File: config.mk
export PLATFORM = sky130hd
export DESIGN_NAME = pipeline_if
export DESIGN_NICKNAME = d
export VERILOG_FILES = /design/src/rtl/pipeline_pkg.sv /design/src/rtl/if_fifo.sv /design/src/rtl/pipeline_if.sv
export SDC_FILE = /design/constraint.sdc
export NUM_CORES = 1
export LEC_CHECK = 0
export BUFFER_PORTS_ARGS = -buffer_cell sky130_fd_sc_hd__buf_2
export CAP_MARGIN = 20
export CORE_UTILIZATION = 54
export CTS_CLUSTER_DIAMETER = 150
export DETAILED_ROUTE_END_ITERATION = 10
export PLACE_DENSITY = 0.9
export SETUP_SLACK_MARGIN = 0.05
export SLEW_MARGIN = 30
export SYNTH_ARGS = -nofsm -noshare
export SYNTH_HDL_FRONTEND = slang
export SYNTH_SLANG_ARGS = --single-unit
File: constraint.sdc
create_clock -name clk -period 7.1 [get_ports clk]
set_input_delay 0.355 -clock clk [delete_from_list [all_inputs] [get_ports clk]]
set_output_delay 0.355 -clock clk [all_outputs]
set_load 0.05 [all_outputs]
File: src/rtl/pipeline_pkg.sv
// Shared constants and types for the pipelined MIPS core front end.
package pipeline_pkg;

  localparam logic [31:0] RESET_PC_DEFAULT = 32'h0000_0000;
  localparam int unsigned FETCH_ENTRY_W    = 64;
  localparam logic [31:0] INSTR_NOP        = 32'h0000_0000;

  typedef struct packed {
    logic [31:0] pc;
    logic [31:0] instr;
  } fetch_entry_t;

  function automatic logic [31:0] word_align(input logic [31:0] addr);
    return addr & 32'hFFFF_FFFC;
  endfunction

endpackage

File: src/rtl/if_fifo.sv
// Fetch buffer: power-of-two deep FIFO with synchronous flush and head-of-queue output.
module if_fifo #(
  parameter int unsigned DEPTH = 2,
  parameter int unsigned WIDTH = 64
) (
  input  logic                         clk,
  input  logic                         reset,
  input  logic                         flush,
  input  logic                         push,
  input  logic                         pop,
  input  logic [WIDTH-1:0]             wdata,
  output logic [WIDTH-1:0]             head,
  output logic [$clog2(DEPTH+1)-1:0]   count,
  output logic                         empty
);

  localparam int unsigned PTR_W = $clog2(DEPTH);
  localparam int unsigned CNT_W = $clog2(DEPTH + 1);

  logic [WIDTH-1:0] mem_q [DEPTH];
  logic [PTR_W-1:0] rd_ptr_q, wr_ptr_q;
  logic [CNT_W-1:0] count_q;

  always_ff @(posedge clk or negedge reset) begin
    if (!reset) begin
      rd_ptr_q <= '0;
      wr_ptr_q <= '0;
      count_q  <= '0;
    end else if (flush) begin
      rd_ptr_q <= '0;
      wr_ptr_q <= '0;
      count_q  <= '0;
    end else begin
      if (push) wr_ptr_q <= wr_ptr_q + 1'b1;
      if (pop)  rd_ptr_q <= rd_ptr_q + 1'b1;
      if (push && !pop) begin
        count_q <= count_q + 1'b1;
      end else if (pop && !push) begin
        count_q <= count_q - 1'b1;
      end
    end
  end

  // Storage needs no reset; the consumer ignores head while empty.
  always_ff @(posedge clk) begin
    if (push && !flush) mem_q[wr_ptr_q] <= wdata;
  end

  assign head  = mem_q[rd_ptr_q];
  assign count = count_q;
  assign empty = (count_q == '0);

endmodule

File: src/rtl/pipeline_if.sv
// Instruction-fetch stage: owns the fetch PC, issues memory reads and buffers words for decode.
// Define IF_BYPASS_EN to forward a response that finds the buffer empty straight to decode.
module pipeline_if
  import pipeline_pkg::*;
#(
  parameter logic [31:0] RESET_PC   = RESET_PC_DEFAULT,
  parameter int unsigned FIFO_DEPTH = 2
) (
  input  logic        clk,
  input  logic        reset,
  input  logic        redirect,
  input  logic [31:0] redirect_pc,
  output logic        imem_req,
  output logic [31:0] imem_addr,
  input  logic        imem_gnt,
  input  logic        imem_rvalid,
  input  logic [31:0] imem_rdata,
  output logic        id_valid,
  input  logic        id_ready,
  output logic [31:0] id_pc,
  output logic [31:0] id_pcplus4,
  output logic [31:0] id_instr
);

  localparam int unsigned CNT_W = $clog2(FIFO_DEPTH + 1);

  logic [31:0]      fetch_pc_q, fetch_pc_d, grant_pc_q;
  logic             pending_q, pending_d, discard_q, discard_d;
  logic             grant, resp, push, pop, bypass, fifo_empty;
  logic [CNT_W-1:0] count;
  logic [CNT_W:0]   occupancy;
  fetch_entry_t     head, out_entry;

  assign resp  = imem_rvalid && pending_q;
  assign grant = imem_req && imem_gnt;

`ifdef IF_BYPASS_EN
  assign bypass    = fifo_empty && resp && !discard_q && !redirect;
  assign out_entry = fifo_empty ? fetch_entry_t'{pc: grant_pc_q, instr: imem_rdata} : head;
`else
  assign bypass    = 1'b0;
  assign out_entry = head;
`endif

  assign id_valid = !redirect && (!fifo_empty || bypass);
  assign pop      = id_valid && id_ready && !fifo_empty;
  assign push     = resp && !discard_q && !redirect && !(bypass && id_ready);

  // Counting the same-cycle pop lets a two-entry buffer sustain one fetch per cycle.
  assign occupancy = {1'b0, count} + {{CNT_W{1'b0}}, pending_q} - {{CNT_W{1'b0}}, pop};
  assign imem_req  = !redirect && (!pending_q || imem_rvalid) &&
                     (occupancy < (CNT_W + 1)'(FIFO_DEPTH));
  assign imem_addr = fetch_pc_q;

  always_comb begin
    id_pc      = '0;
    id_pcplus4 = '0;
    id_instr   = INSTR_NOP;
    if (id_valid) begin
      id_pc      = out_entry.pc;
      id_pcplus4 = out_entry.pc + 32'd4;
      id_instr   = out_entry.instr;
    end
  end

  always_comb begin
    fetch_pc_d = fetch_pc_q;
    pending_d  = pending_q;
    discard_d  = discard_q;
    if (resp) begin
      pending_d = 1'b0;
      discard_d = 1'b0;
    end
    if (grant) begin
      pending_d  = 1'b1;
      fetch_pc_d = fetch_pc_q + 32'd4;
    end
    if (redirect) begin
      fetch_pc_d = word_align(redirect_pc);
      // The in-flight word belongs to the old path; drop it when it lands.
      if (pending_q && !imem_rvalid) discard_d = 1'b1;
    end
  end

  always_ff @(posedge clk or negedge reset) begin
    if (!reset) begin
      fetch_pc_q <= RESET_PC;
      grant_pc_q <= '0;
      pending_q  <= 1'b0;
      discard_q  <= 1'b0;
    end else begin
      fetch_pc_q <= fetch_pc_d;
      pending_q  <= pending_d;
      discard_q  <= discard_d;
      if (grant) grant_pc_q <= fetch_pc_q;
    end
  end

  if_fifo #(
    .DEPTH (FIFO_DEPTH),
    .WIDTH (FETCH_ENTRY_W)
  ) u_fifo (
    .clk   (clk),
    .reset (reset),
    .flush (redirect),
    .push  (push),
    .pop   (pop),
    .wdata ({grant_pc_q, imem_rdata}),
    .head  (head),
    .count (count),
    .empty (fifo_empty)
  );

endmodule

Word-level counts from Yosys, hierarchy flattened
Memory sizes are Yosys's and may differ from the RTL's.
Index checks and enable logic that the tools add are counted.
Word-level totals
  register bits after elaboration: 70
  RAM bits: 128
  bits of input ports: 70
  memories kept: 1
Memory list
  u_fifo.mem_q: depth 2, width 64, rd ports 1, clocked after memory_dff 0, wr ports 1, line if_fifo.sv:20  | logic [WIDTH-1:0] mem_q [DEPTH];
Operators by class
  add/subtract/negate cells: 8
  $lt $le $gt $ge: 1
  mux-type cells: 19
  reductions and logical operators: 27
Operators by type and width (count)
  two-way mux 32 bit: 5
  adder 32 x 3 -> 32 bit, second input constant: 2
  logical AND 1 bit: 13
  two-way mux 1 bit: 11
  nonzero test 2 bit: 4
  logical NOT 1 bit: 7
  two-way mux 2 bit: 3
  adder 2 x 1 -> 3 bit: 1
  less-than comparator 3 x 2 -> 1 bit, second input constant: 1
  nonzero test 3 bit: 1
  subtractor 3 x 1 -> 3 bit: 1
  adder 1 bit, second input constant: 2
  adder 2 x 1 -> 2 bit, second input constant: 1
  logical NOT 2 bit: 1
  subtractor 2 x 1 -> 2 bit, second input constant: 1
  logical OR 1 bit: 1

Depth between registers and ports, before layout
Gate-level depths: netlist of run 1.
  word-level depth: 11
  gate-level depth with buffers: 15
  mapped depth without buffers: 12

Cells and area by module
From an unflattened synthesis of run 1, not the netlist that was laid out.
Second synthesis, totals
  cells, all modules: 795
  area total of the unflattened synthesis: 9486.6 sq um
Modules (own cells, without submodules)
  if_fifo: instances 1, cells each 219, area each 5032.3 sq um
  pipeline_if: instances 1, cells each 576, area each 4454.3 sq um

Worst setup path after synthesis of run 1
OpenSTA, ideal clock, no wires.
  path kind: input port to flip-flop
  start point: input port redirect
  end point: memory u_fifo.mem_q[1][0], enable pin
  library setup time: 0.571 ns
  arrival time: 5.321 ns
  data required time: 6.529 ns
  path slack: 1.207 ns
  stages: 3
  path through: clkbuf_1 > buf_1 > nor3b_1
Between the ends
  word-level cells in the longest chain between the ends: 5
Ends and longest elaborated chain
  start: declaration: line pipeline_if.sv:11  | input logic redirect,
  logical NOT 1 bit (*): line if_fifo.sv:46, pipeline_if.sv:47
  logical AND 1 bit: line pipeline_if.sv:47  | assign push = resp && !discard_q && !redirect && !(bypass && id_ready);
  logical AND 1 bit (*): line if_fifo.sv:46  | if (push && !flush) mem_q[wr_ptr_q] <= wdata;
  two-way mux 1 bit (*): line if_fifo.sv:46
  two-way mux 1 bit (implied by the code) (*): line if_fifo.sv:46
  end: declaration: line if_fifo.sv:20
Mark *: on every way between the ends. The rest lies on a longest branch, timed or not.

Final worst setup path of run 1
  start point: input port redirect
  end point: register fetch_pc_q[10], in the netlist imem_addr[10]
Between the ends
  word-level cells in the longest chain between the ends: 9
  elaborated cells between the ends (all ways): 11
  those cells by class: add/sub: 1; order compare: 1; mux: 1; reduce/logical: 8
Ends and longest elaborated chain
  logical NOT 1 bit: line pipeline_if.sv:45, pipeline_if.sv:51
  logical AND 1 bit: line pipeline_if.sv:45  | assign id_valid = !redirect && (!fifo_empty || bypass);
  logical AND 1 bit (2 in a row): line pipeline_if.sv:46  | assign pop = id_valid && id_ready && !fifo_empty;
  subtractor 3 x 1 -> 3 bit: line pipeline_if.sv:50  | assign occupancy = {1'b0, count} + {{CNT_W{1'b0}}, pending_q} - {{CNT_W{1'b0}}, pop};
  less-than comparator 3 x 2 -> 1 bit: line pipeline_if.sv:52  | (occupancy < (CNT_W + 1)'(FIFO_DEPTH));
  logical AND 1 bit: line pipeline_if.sv:51  | assign imem_req = !redirect && (!pending_q || imem_rvalid) &&
  logical AND 1 bit: line pipeline_if.sv:35  | assign grant = imem_req && imem_gnt;
  nonzero test 2 bit (no source line)
  end signal: assignment: line pipeline_if.sv:92  | fetch_pc_q <= fetch_pc_d;
  end: declaration: line pipeline_if.sv:27  | logic [31:0] fetch_pc_q, fetch_pc_d, grant_pc_q;
Parallel ways exist; a longest one is shown, timed or not.
A chain may end at the register's enable or synchronous reset.

==> impl_metrics.yaml, run 1 <==
clock_network:
  clk_latency_ps: 430
  cts_root_buf: "clkbuf_16"
  numCtsBuffers: 17
  tritoncts_clock_tree: "yes"
  holdBufCountCts: 0
  maximum_buffer_depth_of_the_clock_tree: 2
  cts.sink_count: 190
  clk_pin_slew_worst_paths_ps: 70
  cts.repair_timing.setup_buffer_count: 0
  ctsHtreeMaxLevel: 4
  cts_resized: 0
placement:
  gp_routability_congestion: 0.883
  pre_cts_ws_ps: 2250
  numPlacedInstances: 1150
  port_buffers: 191
  placedInstanceArea_sq_mm: 0.00999
  dp_hpwl_um: 13800
detailed_routing:
  route.antenna.remaining_nets: 0
  drt_wl_total_um: 19900
  drcViolationCount: 0
  drtPass1Iterations: 5
  drt_iter0_markers: 529
  vias_per_cell: 5.55
  drt-wirelength-per-cell_um: 16.8
  routed-via-count: 6558
floorplan:
  initial_utilization_pct: 55.6
  die_h_um: 130
  pin_count: 200
  die_area_sq_mm: 0.0170
  die_width_um: 130
  placeableCoreArea_sq_mm: 0.0160
  placement_rows: 46
global_routing:
  grt_util_met3_pct: 6.11
  most_crowded_layer_after_global_routing: "met2"
  overall_track_demand_over_capacity_in_global_routing_pct: 24.0
  gr-total-overflow: 0
  wire_length_of_the_first_global_routing_pass_um: 31000
  antenna_found_initial: 0
  pin_count_of_the_biggest_net_entering_global_routing: 83
  gr-usage-met2_pct: 38.9
  grtUsageMet1_pct: 31.5
  via_count_of_the_first_global_routing_pass: 6129
cells_and_area:
  design.final.nets: 1026
  insertedDiodeCount: 0
  instances_no_fill: 1182
  layout-drive-gt1-share_pct: 26.0
  final_core_util_pct: 66.2
  final_design_area_no_fill_sq_mm: 0.0106
  area.growth.synth_to_final_pct: 19.1
logic_synthesis:
  synth_ff_type: "edfxtp_1"
  synth-compound-area-share_pct: 7.10
  yosys-mux-area-fraction_pct: 7.18
  synth_simple_gate_area_share_pct: 19.1
  yosys_warnings: 0
  syn-cell-area_sq_mm: 0.00890
  ys_seq_area_share_pct: 60.4
  yosys_register_bits: 190
  largest_family_of_logic_cells_by_synthesized_area: "simple AND/OR/NAND/NOR gates"
  xor_and_xnor_area_share_after_synthesis_pct: 2.66
  synth-edff-count: 124
  syn_avg_cell_area_sq_um: 11.4
  asyncSetResetFlopFracSynth_pct: 34.7
  synth_fa_ha_area_share_pct: 0.506
  synth_cell_type_count: 58
  postSynthCellCount: 778
worst_setup_path:
  timing.critical_path.required_ps: 7360
  cp_top_family: "buffers and inverters"
  worstSetupPathDepth: 14
  worst-path-buf-inv: 4
  timing.critical_path.to_type: "register"
  r2r_cells: 12
  critical_path.slowest_cell: "buf_2"
  critical_path_class: "input port to register"
  crit-reg2reg-launch: "u_fifo.count[1]"
  critPathLaunch: "redirect"
  cp_max_fo: 47
  reg2reg_setup_slack_ps: 3020
  cp_data_arrival_time_ps: 4680
  cpPeakStageDelay_ps: 650
  cp_cell_sequence: "buf_2 > inv_1 > o21ai_4 > inv_1 > nand2_1 > xnor2_1 > nand2_1 > fa_1 > nor2b_1 > nand4_1 > buf_4 > nor4_1 > xnor2_1 > o21ai_0"
  worstSetupStartpointType: "input port"
pwr:
  report.power.total_mw: 2.70
  power.density_mw_per_mm2: 255
  irDropWorstVdd_uv: 177
  leakage_nw: 4.39
sta:
  grt_setup_unrepaired: "false"
  final_period_util_pct: 62.3
  finalSetupViolCount: 0
  period_minus_slack_ps: 4420
  fin_worst_hold_slack_ps: 68.5
  timing.setup.tns_ps: 0
  timing.slew.headroom_pct: 42.9
  timing_worst_slew_pin_value_ps: 856
  maxSlewViolCount: 0
  final.setup.worst_slack_ps: 2680
  final.setup_skew_ps: 10.1
  finalHoldViolations: 0
  fmax_mhz: 226
min_path:
  min-delay-path-class: "input port to asynchronous set/reset pin"
outcome:
  run_status: "completed"
run:
  max_cap_violations: 0
## report_power, final
group | internal [mW] | switching [mW]
clock network | 0.559 | 0.411
registers | 1.28 | 0.0899
logic | 0.104 | 0.256
total | 1.94 | 0.757
## final cells by class
cell class,instances,area (sq um)
flip-flops and latches,190,5380
inverters,6,22.5
well taps,216,270
repair buffers,199,1020
clock inverters,15,185
clock buffers,17,425
multi-input cells,539,3300
fillers,1196,5400
## cells in the final DEF (no fill, tap or decap), types with 4 or more instances in the layout
master / n
edfxtp_1: 124
or4_1: 7
dfrtp_1: 65
mux2i_1: 59
xnor2_1: 19
a21oi_1: 13
and2_1: 7
nor2_1: 89
and3_1: 6
nor2b_1: 7
nand2_1: 145
buf_2: 191
nand3_1: 25
a31oi_1: 5
inv_6: 5
clkbuf_16: 17
conb_1: 6
o311ai_0: 8
a22oi_1: 6
nand4_1: 18
buf_4: 8
inv_1: 6
nor4_1: 6
nand4b_1: 4
xor2_1: 8
nor3_1: 11
o31a_1: 5
o211ai_1: 8
o21ai_0: 28
## layer usage
metal,up-vias,share of wire (%)
li1,3144,-
met1,3088,43
met2,301,46
met3,25,9.6
met4,0,1.7
met5,-,0
## final timing paths
kind,endpoint
worst max-delay path,imem_addr[10]
worst max register to register,imem_addr[10]
min in group clk,u_fifo.mem_q[1][22]
worst min register to register,u_fifo.mem_q[0][63]
worst min-delay path,imem_addr[22]
max in group asynchronous,u_fifo.rd_ptr_q
## flip-flops by register name, indices dropped and copies added, names as in the netlist
signal           cells
u_fifo.count         2
u_fifo.mem_q       124
pending_q            1
u_fifo.wr_ptr_q      1
imem_addr           30
u_fifo.rd_ptr_q      1
discard_q            1
grant_pc_q          30
## kinds of logic after synthesis
kind of cell,Yosys count
compound gates,91
simple gates,349
xor+xnor,27
buf+inv,54
fa+ha+maj,3
other cells,1
mux,63
flops,190
## synthesized netlist by cell type, types with 4 or more instances
cell type | count | area [sq um]
a22oi_1 | 6 | 45.0
nor2_1 | 90 | 338
nand3_1 | 25 | 125
buf_4 | 8 | 60.1
nor2b_1 | 7 | 43.8
o21ai_0 | 29 | 145
o31a_1 | 5 | 43.8
a21oi_1 | 13 | 65.1
o211ai_1 | 8 | 60.1
or4_1 | 7 | 52.6
edfxtp_1 | 124 | 3720
xnor2_1 | 19 | 166
clkbuf_1 | 25 | 93.8
xor2_1 | 8 | 70.1
mux2i_1 | 59 | 591
nand4_1 | 18 | 113
a31oi_1 | 5 | 31.3
and2_1 | 7 | 43.8
and3_1 | 6 | 37.5
nor3_1 | 12 | 60.1
dfrtp_1 | 66 | 1650
nand4b_1 | 4 | 35.0
nand2_1 | 145 | 544
o311ai_0 | 8 | 70.1
buf_1 | 4 | 15.0
inv_1 | 6 | 22.5
nor4_1 | 6 | 37.5
buf_2 | 8 | 40.0
(Power assumes the default switching activity.)
==> run 2: changes to the inputs <==
--- a/config.mk
+++ b/config.mk
@@ -7,10 +7,10 @@
 export LEC_CHECK = 0
 export BUFFER_PORTS_ARGS = -buffer_cell sky130_fd_sc_hd__buf_2
 export CAP_MARGIN = 20
-export CORE_UTILIZATION = 54
+export CORE_UTILIZATION = 49
 export CTS_CLUSTER_DIAMETER = 150
 export DETAILED_ROUTE_END_ITERATION = 10
-export PLACE_DENSITY = 0.9
+export PLACE_DENSITY = 0.86
 export SETUP_SLACK_MARGIN = 0.05
 export SLEW_MARGIN = 30
 export SYNTH_ARGS = -nofsm -noshare
==> constraint.sdc (replaced) <==
create_clock -name clk -period 3.6 [get_ports clk]
set_input_delay 0.18 -clock clk [delete_from_list [all_inputs] [get_ports clk]]
set_output_delay 0.18 -clock clk [all_outputs]
set_load 0.05 [all_outputs]
==> impl_metrics.yaml, run 2 (same netlist as run 1, synthesis figures left out) <==
cells_and_area:
  layout-drive-gt1-share_pct: 25.7
  final_design_area_no_fill_sq_mm: 0.0114
  insertedDiodeCount: 0
  design.final.nets: 1094
  multi_input_area_sq_mm: 0.00334
  flip_flop_count_of_the_largest_register_all_copies_and_words_added: 124
  area.growth.synth_to_final_pct: 27.7
  layout.cells.most_common: "buf_2"
  final_cell_mix: "191 x buf_2, 145 x nand2_1, 124 x edfxtp_1"
  filler_cell_count: 1332
  regMostFlops: "u_fifo.mem_q"
  regArea_sq_mm: 0.00538
min_path:
  min-delay-path-class: "input port to register"
  hold-path-cell-count: 3
global_routing:
  overall_track_demand_over_capacity_in_global_routing_pct: 23.7
  wire_length_of_the_first_global_routing_pass_um: 33800
  pin_count_of_the_biggest_net_entering_global_routing: 83
  gr-total-overflow: 0
  via_count_of_the_first_global_routing_pass: 6668
  antenna_found_initial: 0
detailed_routing:
  routed-via-count: 6986
  drt_iter0_markers: 458
  vias_per_cell: 5.55
  drtPass1Iterations: 5
  drcViolationCount: 0
  drt_wl_total_um: 21700
  drt-wirelength-per-cell_um: 17.2
  route.antenna.remaining_nets: 0
pwr:
  sw_frac_of_total_pct: 28.2
  switchingPower_mw: 1.56
  power.density_mw_per_mm2: 487
  pwr-share-comb_pct: 14.2
  leakage_nw: 4.72
  p_clk_share_pct: 36.9
  irDropWorstVdd_uv: 356
  internal-power_mw: 3.97
  seq_power_share_pct: 48.9
worst_setup_path:
  cp_max_fo: 20
  cp_data_arrival_time_ps: 3170
  timing.critical_path.to_type: "output port"
  critical_path_class: "register to output port"
  timing.critical_path.required_ps: 3420
  r2r_cells: 12
  worstSetupStartpointType: "register"
floorplan:
  placeableCoreArea_sq_mm: 0.0175
  die_h_um: 137
  die_width_um: 137
  die_area_sq_mm: 0.0187
  pin_count: 200
  placement_rows: 48
  initial_utilization_pct: 50.7
sta:
  finalSetupViolCount: 0
  maxSlewViolCount: 0
  timing_worst_slew_pin_value_ps: 849
  grt_setup_unrepaired: "false"
  timing.slew.headroom_pct: 43.4
  final.setup_skew_ps: 11.0
  final_period_util_pct: 93.2
  fin_worst_hold_slack_ps: 10.6
  period_minus_slack_ps: 3350
  timing.setup.tns_ps: 0
  finalHoldViolations: 0
  fmax_mhz: 298
clock_network:
  ctsHtreeMaxLevel: 4
  cts_root_buf: "clkbuf_16"
  clk_latency_ps: 440
  cts.sink_count: 190
  tritoncts_clock_tree: "yes"
  clk_pin_slew_worst_paths_ps: 70
  numCtsBuffers: 17
  cts_resized: 0
  maximum_buffer_depth_of_the_clock_tree: 2
placement:
  placedInstanceArea_sq_mm: 0.0101
  port_buffers: 191
  dp_hpwl_um: 14300
  gp_routability_congestion: 0.890
outcome:
  run_status: "completed"
run:
  max_cap_violations: 0
==> run 2: cell count changes in the layout (fill, tap and decap cells not counted), sizes merged <==
cell	change
dlygate4sd3	+58
buf	+10
clkinv	-3
inv	+4
clkinvlp	-2
bufinv	+1
==> run 2: final cells by class <==
class | instances | share of cell area [%]
Timing Repair Buffer | 267 | 14.9
Clock inverter | 15 | 1.96
Clock buffer | 17 | 3.74
Sequential cell | 190 | 47.3
Inverter | 6 | 0.198
Tap cell | 225 | 2.48
Multi-Input combinational cell | 539 | 29.4
==> run 2: routing by layer <==
metal  part of all wire, %  GRT usage (%)  vias up
li1                      -              -     3296
met1                    42           30.8     3320
met2                    49           39.9      345
met3                   7.6           4.52       25
met4                   1.5           7.63        0
met5                     0              0        -
==> run 2: power by group through the flow <==
stage	registers [mW]	clock network (mW)	logic, mW
after CTS	2.70	2.06	0.785
after global routing	2.72	2.16	0.852
final	2.70	2.04	0.788
after floorplan	2.81	0	0.410
after detailed placement	2.75	0	0.723
after global placement	2.74	0	0.703
==> run 2: what timing repair did <==
item                                    CTS  global route
endpoints found under the setup margin    1             0
endpoints found under the hold margin   111             0
hold buffers                             58             0
buffers inserted                          1             0
==> run 2: worst max-delay path, stage by stage, from the launching register on <==
cell and delay [ps]:
dfrtp_4 620, buf_4 330, nand3_1 190, a221oi_2 380, nand2_1 270, nor3_1 390
mux2_1 350, buf_2 210
==> run 2: stage by stage <==
step | instances | utilization (%) | power, mW | setup slack (ps)
floorplan | 783 | - | 3.22 | 76.6
global placement | 1168 | 57.6 | 3.44 | 394
detailed placement | 1168 | 57.6 | 3.47 | 288
CTS | 1259 | 64.8 | 5.55 | 233
global route | 1259 | 64.8 | 5.74 | 59.5
finish | 1259 | 64.8 | 5.53 | 246
==> run 2: final timing paths <==
kind	from	to	slack [ps]
worst max-delay path	u_fifo.rd_ptr_q	id_pcplus4[31]	250
worst min-delay path	redirect_pc[14]	imem_addr[14]	10
worst max register to register	u_fifo.count[1]	imem_addr[7]	410
worst min register to register	grant_pc_q[28]	u_fifo.mem_q[1][60]	470
max in group asynchronous	reset	u_fifo.rd_ptr_q	2620
min in group asynchronous	reset	grant_pc_q[8]	240
==> run 3: changes to the inputs <==
--- a/config.mk
+++ b/config.mk
@@ -10,8 +10,9 @@
 export CORE_UTILIZATION = 49
 export CTS_CLUSTER_DIAMETER = 150
 export DETAILED_ROUTE_END_ITERATION = 10
+export MAX_ROUTING_LAYER = met4
 export PLACE_DENSITY = 0.86
-export SETUP_SLACK_MARGIN = 0.05
+export SETUP_SLACK_MARGIN = 0.4
 export SLEW_MARGIN = 30
 export SYNTH_ARGS = -nofsm -noshare
 export SYNTH_HDL_FRONTEND = slang
==> impl_metrics.yaml, run 3 (same netlist as run 1, synthesis figures left out) <==
sta:
  grt_setup_unrepaired: "true"
  timing_worst_slew_pin_value_ps: 926
  period_minus_slack_ps: 3090
  maxSlewViolCount: 0
  timing.slew.headroom_pct: 38.3
  final.setup_skew_ps: 7.34
  finalHoldViolations: 0
  fin_worst_hold_slack_ps: 31.8
  timing.setup.tns_ps: 0
  finalSetupViolCount: 0
  fmax_mhz: 324
  final_period_util_pct: 85.9
detailed_routing:
  routed-via-count: 7073
  drt_wl_total_um: 22100
  drt-wirelength-per-cell_um: 17.5
  drt_iter0_markers: 497
  drtPass1Iterations: 5
  vias_per_cell: 5.59
  drcViolationCount: 0
  route.antenna.remaining_nets: 0
worst_setup_path:
  cpPeakStageDelay_ps: 540
  critPathLaunch: "u_fifo.rd_ptr_q"
  cp_cell_sequence: "buf_12 > mux2_2 > ha_1 > and3b_2 > nand3_2 > buf_4 > o31a_1 > nor3_4 > buf_4"
  worstSetupStartpointType: "register"
  cp_data_arrival_time_ps: 2910
  crit_path_frequent_cell: "buf_4"
  crit-reg2reg-launch: "u_fifo.count[1]"
  cp_max_fo: 12
  timing.critical_path.required_ps: 3420
  worst-path-buf-inv: 3
  reg_to_reg_critical_path_endpoint: "imem_addr[20]"
  critical_path_class: "register to output port"
  r2r_cells: 11
  critical_path.slowest_cell: "dfrtp_4"
  reg2reg_setup_slack_ps: 580
  cp_top_family: "buffers and inverters"
  timing.critical_path.to_type: "output port"
run:
  max_cap_violations: 0
cells_and_area:
  regMostFlops: "u_fifo.mem_q"
  final_core_util_pct: 65.2
  final_cell_mix: "188 x buf_2, 144 x nand2_1, 124 x edfxtp_1"
  final_design_area_no_fill_sq_mm: 0.0114
  flip_flop_count_of_the_largest_register_all_copies_and_words_added: 124
  layout.cells.most_common: "buf_2"
  insertedDiodeCount: 0
  layout-drive-gt1-share_pct: 27.1
  design.final.nets: 1100
  area.growth.synth_to_final_pct: 28.6
placement:
  dp_hpwl_um: 14400
  gp_routability_congestion: 0.905
  port_buffers: 191
  placedInstanceArea_sq_mm: 0.0101
pwr:
  leakage_nw: 4.73
  power.density_mw_per_mm2: 463
  irDropWorstVdd_uv: 359
floorplan:
  pin_count: 200
  placement_rows: 48
  die_h_um: 137
  die_area_sq_mm: 0.0187
  placeableCoreArea_sq_mm: 0.0175
  die_width_um: 137
  initial_utilization_pct: 50.7
global_routing:
  pin_count_of_the_biggest_net_entering_global_routing: 83
  overall_track_demand_over_capacity_in_global_routing_pct: 24.6
  via_count_of_the_first_global_routing_pass: 6651
  antenna_found_initial: 0
  gr-total-overflow: 0
  wire_length_of_the_first_global_routing_pass_um: 33900
min_path:
  hold_path_end: "imem_addr[14]"
  hold_path_startpoint: "redirect_pc[14]"
  hold-path-cell-count: 3
  min-delay-path-class: "input port to register"
clock_network:
  ctsHtreeMaxLevel: 4
  tritoncts_clock_tree: "yes"
  clk_pin_slew_worst_paths_ps: 70
  numCtsBuffers: 17
  cts.sink_count: 190
  maximum_buffer_depth_of_the_clock_tree: 2
  clk_latency_ps: 430
  cts_root_buf: "clkbuf_16"
outcome:
  run_status: "completed"
[run 3: metrics by stage]
step	cells	power [mW]	setup WS, ps
finish	1265	5.29	509
global route	1265	5.50	397
CTS	1260	5.31	356
detailed placement	1166	3.47	323
global placement	1166	3.45	376
floorplan	783	3.22	406
[run 3: worst max path at each step]
stage | to | slack, ps | cells after the start
6_report | id_pcplus4[30] | 510 | 9
5_1_grt | imem_addr[7] | 400 | 12
4_1_cts | id_pcplus4[31] | 360 | 8
3_5_place_dp | imem_addr[22] | 320 | 11
3_3_place_gp | imem_addr[26] | 380 | 13
2_1_floorplan | id_pcplus4[18] | 410 | 12
[run 3: worst reg2reg max path, stage by stage, from the launching register on]
cell	delay (ps)
dfrtp_1	500
o21ai_4	190
inv_1	70
nand2_1	90
xnor2_1	120
nand2_1	80
fa_1	470
nor2b_1	190
and4_2	440
nor2_2	210
a21o_1	230
a221o_1	310
[run 3: repair_timing]
action | 4_1_cts | 5_1_grt
pin swaps | 0 | 2
buffers inserted | 3 | 5
hold endpoints to repair | 124 | 0
gates cloned | 0 | 0
setup endpoints to repair | 24 | 21
hold buffers | 59 | 0
resized for setup | 4 | 10
[run 3: final cells by class]
cell class / instances / area (sq um)
Clock buffer: 17 / 425
Clock inverter: 15 / 144
Fill cell: 1294 / 6090
Inverter: 6 / 22.5
Multi-Input combinational cell: 539 / 3430
Sequential cell: 190 / 5380
Tap cell: 225 / 282
Timing Repair Buffer: 273 / 1760
[run 3: metal layers]
metal  GRT usage (%)  up-vias  share of wire, %
met2            38.5      392                47
met4            10.1        0               2.1
li1                -     3300                 -
met1            31.8     3334                42
met3            4.19       47               9.0
met5               -        -                 0
[run 3: report_power, final]
group | internal [mW] | switching (mW)
logic | 0.260 | 0.540
clock network | 0.922 | 0.872
registers | 2.53 | 0.174
